==> src/rtl/imem_loader.sv <==
// Boot loader: receives a framed byte stream, writes big-endian words into the
// instruction memory from address 0, and releases the CPU only after the checksum matches.
module imem_loader #(
  parameter int ADDR_W  = 12,
  parameter int DEPTH   = 4096,
  parameter int TIMEOUT = 1000000
) (
  input  logic              clk,
  input  logic              rst,
  input  logic              start,
  input  logic              rx_valid,
  input  logic [7:0]        rx_data,
  output logic              rx_ready,
  output logic              imem_we,
  output logic [ADDR_W-1:0] imem_waddr,
  output logic [31:0]       imem_wdata,
  output logic              cpu_rst,
  output logic              busy,
  output logic              done,
  output logic [1:0]        err
);

  typedef enum logic [2:0] {IDLE, SYNC, LEN_HI, LEN_LO, DATA, CSUM, DONE, ERR} state_e;

  localparam logic [7:0] SYNC_BYTE   = 8'hA5;
  localparam logic [1:0] ERR_NONE    = 2'b00;
  localparam logic [1:0] ERR_CSUM    = 2'b01;
  localparam logic [1:0] ERR_LEN     = 2'b10;
  localparam logic [1:0] ERR_TIMEOUT = 2'b11;

  // Idle counter only has to reach TIMEOUT-1; the expiry fires on the following idle cycle.
  localparam int              TO_W    = (TIMEOUT > 1) ? $clog2(TIMEOUT) : 1;
  localparam logic [TO_W-1:0] TO_LAST = TO_W'((TIMEOUT > 0) ? TIMEOUT - 1 : 0);

  state_e              state_q;
  logic                rx_ready_q;
  logic                we_q;
  logic [ADDR_W-1:0]   waddr_q;
  logic [31:0]         wdata_q;
  logic                cpu_rst_q;
  logic                busy_q;
  logic                done_q;
  logic [1:0]          err_q;
  logic [23:0]         word_q;
  logic [7:0]          csum_q;
  logic [7:0]          len_hi_q;
  logic [15:0]         count_q;
  logic [1:0]          byte_idx_q;
  logic [TO_W-1:0]     to_cnt_q;

  logic        accept;
  logic [15:0] len_d;
  logic        len_bad;
  logic        timed;
  logic        last_word;
  logic        timeout_hit;

  assign accept      = rx_valid && rx_ready_q;
  assign len_d       = {len_hi_q, rx_data};
  assign len_bad     = (len_d == 16'd0) || (int'({16'd0, len_d}) > DEPTH);
  assign timed       = state_q inside {LEN_HI, LEN_LO, DATA, CSUM};
  assign last_word   = (17'(waddr_q) + 17'd1) == {1'b0, count_q};
  assign timeout_hit = (TIMEOUT != 0) && timed && !accept && (to_cnt_q == TO_LAST);

  always_ff @(posedge clk) begin
    if (rst) begin
      state_q    <= IDLE;
      rx_ready_q <= 1'b0;
      we_q       <= 1'b0;
      waddr_q    <= '0;
      wdata_q    <= '0;
      cpu_rst_q  <= 1'b0;
      busy_q     <= 1'b0;
      done_q     <= 1'b0;
      err_q      <= ERR_NONE;
      word_q     <= '0;
      csum_q     <= '0;
      len_hi_q   <= '0;
      count_q    <= '0;
      byte_idx_q <= '0;
      to_cnt_q   <= '0;
    end else begin
      if (!timed || accept) to_cnt_q <= '0;
      else if (to_cnt_q != TO_LAST) to_cnt_q <= to_cnt_q + 1'b1;

      case (state_q)
        IDLE, DONE, ERR: begin
          if (start) begin
            state_q    <= SYNC;
            done_q     <= 1'b0;
            err_q      <= ERR_NONE;
            cpu_rst_q  <= 1'b1;
            busy_q     <= 1'b1;
            waddr_q    <= '0;
            csum_q     <= '0;
            rx_ready_q <= 1'b1;
          end
        end
        SYNC: begin
          // Anything other than the sync byte is dropped while hunting.
          if (accept && rx_data == SYNC_BYTE) state_q <= LEN_HI;
        end
        LEN_HI: begin
          if (accept) begin
            len_hi_q <= rx_data;
            state_q  <= LEN_LO;
          end
        end
        LEN_LO: begin
          if (accept) begin
            if (len_bad) begin
              state_q    <= ERR;
              err_q      <= ERR_LEN;
              busy_q     <= 1'b0;
              rx_ready_q <= 1'b0;
            end else begin
              count_q    <= len_d;
              byte_idx_q <= '0;
              state_q    <= DATA;
            end
          end
        end
        DATA: begin
          if (we_q) begin
            we_q       <= 1'b0;
            rx_ready_q <= 1'b1;
            if (last_word) state_q <= CSUM;
            else           waddr_q <= waddr_q + 1'b1;
          end else if (accept) begin
            word_q     <= {word_q[15:0], rx_data};
            csum_q     <= csum_q ^ rx_data;
            byte_idx_q <= byte_idx_q + 1'b1;
            if (byte_idx_q == 2'd3) begin
              we_q       <= 1'b1;
              wdata_q    <= {word_q, rx_data};
              rx_ready_q <= 1'b0;
            end
          end
        end
        CSUM: begin
          if (accept) begin
            rx_ready_q <= 1'b0;
            busy_q     <= 1'b0;
            if (rx_data == csum_q) begin
              state_q   <= DONE;
              done_q    <= 1'b1;
              cpu_rst_q <= 1'b0;
            end else begin
              state_q <= ERR;
              err_q   <= ERR_CSUM;
            end
          end
        end
        default: state_q <= IDLE;
      endcase

      // NOTE: the last non-blocking assignment to a register wins, so this
      // expiry overrides whatever the state case scheduled above.
      if (timeout_hit) begin
        state_q    <= ERR;
        err_q      <= ERR_TIMEOUT;
        busy_q     <= 1'b0;
        rx_ready_q <= 1'b0;
        we_q       <= 1'b0;
      end
    end
  end

  assign rx_ready   = rx_ready_q;
  assign imem_we    = we_q;
  assign imem_waddr = waddr_q;
  assign imem_wdata = wdata_q;
  assign cpu_rst    = cpu_rst_q;
  assign busy       = busy_q;
  assign done       = done_q;
  assign err        = err_q;

endmodule
==> config.mk <==
export PLATFORM = sky130hd
export DESIGN_NAME = imem_loader
export DESIGN_NICKNAME = d
export VERILOG_FILES = /design/src/rtl/imem_loader.sv
export SDC_FILE = /design/constraint.sdc
export NUM_CORES = 1
export LEC_CHECK = 0
export CAP_MARGIN = 20
export CORE_MARGIN = 1.5
export CORE_UTILIZATION = 56
export DETAILED_ROUTE_END_ITERATION = 7
export GPL_TIMING_DRIVEN = 0
export PLACE_DENSITY_LB_ADDON = 0.12
export SYNTH_ARGS = -nofsm -noshare
export SYNTH_HDL_FRONTEND = slang
export SYNTH_SLANG_ARGS = --single-unit
export TNS_END_PERCENT = 1
==> constraint.sdc <==
create_clock -name clk -period 3.24 [get_ports clk]
set_clock_uncertainty 0.2 [all_clocks]
set_input_delay 0.648 -clock clk [delete_from_list [all_inputs] [get_ports clk]]
set_output_delay 0.648 -clock clk [all_outputs]
set_load 0.05 [all_outputs]
==> summary.txt <==
CTS clock-pin slew for the worst setup and hold paths = 0.06 ns
Worst Hold Depth = 2
Longest Clk Path Bufs = 2
TritonCTS clock tree = done
Slew @ Worst Pin = 0.8911 ns
GP Congestion = 0.8914
hold slack = 0.2539 ns
CP Data Arrival Time = 3.30 ns
clock latency at the later pin of the worst-skew pair = 0.52 ns
HPWL Detailed = 10710 um
Core Area = 10280 sq um
H-Tree Depth = 4
Detailed Route WL = 15370 um
Post-Place Cell Area = 6676 sq um
drt pass-1 iters = 6
Overall Global Routing Usage = 28.37%
Boundary Pins = 63
routed vias = 5553
CTS Buf Count = 17
ys flop type = dfxtp_1
type of the tightest min-delay check = register to register
Die X = 105.9 um
CTS sink cnt = 132
Fmax achieved = 322.3 MHz
status = complete, no violations
max_cap viols = 0
Yosys warnings = 0
CP endpoint kind = register
Placed Cells = 924
Post-DRT Antenna Nets = 0
Core Util, Final = 71.61%
diode count = 0
final hold violation count = 0
Die Area = 11210 sq um
Root Buffer = clkbuf_8
IO Port Bufs = 58
setup TNS = 0 ns
largest net degree at the start of global routing = 17
Mapped Area = 5926 sq um
unrepaired setup endpoints after global routing = no
Post-route DRC = 0
Synth-to-Final Area Change = 24.20%
endpoints failing setup = 0
#FFs+latches synth = 132
initial antenna violation count = 0
Worst Path Max Fanout = 10
Pwr Density = 602.5 nW/um^2
Mapped Cells = 730
Reg2Reg Depth = 10
leakage power = 2.673 nW
Max Slew Vio Count = 0
Slew HR = 40.09%
FP Rows = 37
Finished Layout Cells = 957
iteration-0 DRC count of the detailed router = 356
wire per inst = 16.06 um
Die H = 105.9 um
final instance area = 7360 sq um
worst vdd rail ir drop = 0.0004197 V
Period minus WS final = 3.103 ns
period utilization = 95.78%
post-CTS setup buffer count = 0
grt total ovfl = 0
final net count = 823
CP required = 3.43 ns
vias in the first global route = 5249
number of synthesized flops with an enable pin = 0
initial core utilization = 57.66%
share of layout cells above drive strength 1 = 6.821%
routed vias/inst = 5.803
startpoint class of the critical path = input pin
async set-reset flop share out of synthesis = 0%
Post-Syn Area per Cell = 8.117 sq um
Syn Nets = 745
Cell variety after synth = 59
first-pass GRT wire length = 25140 um
Crit Path Class = input pin to register
Seq/Total Area, Yosys = 44.59%
placed cells by master, fill, tap and decap left out, drive strengths merged, types with 6 or more instances in the layout:
cell | Yosys | layout
mux2i | 28 | 28
nor3b | 8 | 8
or2 | 7 | 7
clkbuf | 43 | 69
xnor2 | 16 | 16
or3 | 10 | 10
nand4 | 10 | 10
nand2 | 146 | 146
and2 | 6 | 6
nor4 | 9 | 9
buf | 6 | 6
xor2 | 22 | 22
dfxtp | 132 | 132
a21oi | 84 | 84
nand3 | 19 | 19
and3 | 11 | 11
nand2b | 8 | 8
nor2 | 71 | 71
nor3 | 12 | 12
a31oi | 9 | 9
o21ai | 22 | 22
clkdlybuf4s50 | 0 | 58
registers in the layout, indices dropped and copies added, names as in the netlist:
| register | flops |
|---|---|
| imem_wdata | 32 |
| word_q | 24 |
| to_cnt_q | 20 |
| count_q | 16 |
| imem_waddr | 12 |
| csum_q | 8 |
| len_hi_q | 8 |
| state_q | 3 |
| byte_idx_q | 2 |
| err | 2 |
| busy | 1 |
| cpu_rst | 1 |
| done | 1 |
| imem_we | 1 |
| rx_ready | 1 |
worst max-delay path: stages:
cell	delay, ns
clkdlybuf4s50_1	0.60
or4_1	0.67
o31a_1	0.33
nor4_4	0.40
nand2_2	0.19
buf_4	0.24
mux2i_1	0.15
nor2_1	0.06
layout make-up:
| class | instances | area (sq um) |
|---|---|---|
| multi-input combinational | 545 | 3074 |
| fill | 841 | 2918 |
| sequential | 132 | 2644 |
| timing repair buffer | 59 | 588.1 |
| clock buffer | 25 | 504.2 |
| buffer | 49 | 198.9 |
| tap | 136 | 170.2 |
| clock inverter | 7 | 165.2 |
| inverter | 4 | 15.01 |
stage by stage:
stage                     setup slack, ns  total power, mW
after global placement            -0.3693            2.305
after CTS                          0.1213            4.438
after global routing              0.05928            4.576
after detailed placement          -0.4319            2.312
final                              0.1369            4.434
after floorplan                    0.1800            2.152
final timing paths:
kind | start | endpoint | slack, ns
worst max-delay path | rx_data[3] | count_q[11] | 0.14
worst max register to register | imem_waddr[1] | state_q[0] | 0.25
worst min register to register | word_q[20] | word_q[20] | 0.25
worst min-delay path | word_q[20] | word_q[20] | 0.25
report_power, final:
part	internal, mW	switching, mW
Clock	1.45	0.683
Sequential	1.66	0.0339
Combinational	0.208	0.397
synth_stat cells (2+ instances only):
cell type | count | share of area [%]
and3_1 | 11 | 1.2
or4_1 | 3 | 0.38
nand2_1 | 146 | 9.2
a221o_1 | 3 | 0.51
nand4_1 | 10 | 1.1
a21oi_1 | 84 | 7.1
xor2_1 | 22 | 3.3
nor3_1 | 11 | 0.93
dfxtp_1 | 132 | 45
mux2i_1 | 28 | 4.7
a41oi_1 | 3 | 0.44
xnor2_1 | 16 | 2.4
nor4_2 | 3 | 0.63
nand2b_1 | 8 | 0.84
o21ai_0 | 21 | 1.8
ha_1 | 3 | 0.63
o31ai_1 | 2 | 0.25
a31oi_1 | 9 | 0.95
nor2b_1 | 4 | 0.42
and2_1 | 6 | 0.63
nor3b_1 | 8 | 1.0
o31a_1 | 2 | 0.30
buf_1 | 2 | 0.13
a311oi_1 | 2 | 0.30
or3_1 | 10 | 1.1
clkbuf_1 | 42 | 2.7
o211ai_1 | 5 | 0.63
or2_2 | 6 | 0.63
nor4_1 | 5 | 0.53
inv_1 | 4 | 0.25
buf_2 | 2 | 0.17
nand3_1 | 18 | 1.5
mux2_2 | 2 | 0.38
nor2_1 | 71 | 4.5
nor4b_1 | 2 | 0.30
routing by layer:
metal,routed length (um),GRT usage [%],up-vias
met4,240,10.81,0
met3,1045,7.050,26
met5,0,0,-
met1,6772,37.29,2655
met2,7308,44.99,197
li1,-,-,2675
cells by family after synthesis:
kind of cell | count (synthesis) | share of synthesized area (%)
mux | 30 | 5.110
flops | 132 | 44.59
compound gates | 146 | 14.46
xor+xnor | 38 | 5.616
fa+ha+maj | 3 | 0.6335
simple gates | 328 | 25.97
buf+inv | 53 | 3.611
what timing repair did:
| item | 4_1_cts | 5_1_grt |
|---|---|---|
| gates resized for setup | 0 | 3 |
| hold buffers | 0 | 0 |
| setup endpoints to repair | 0 | 10 |
No activity file was read; power rests on OpenSTA's default activity.
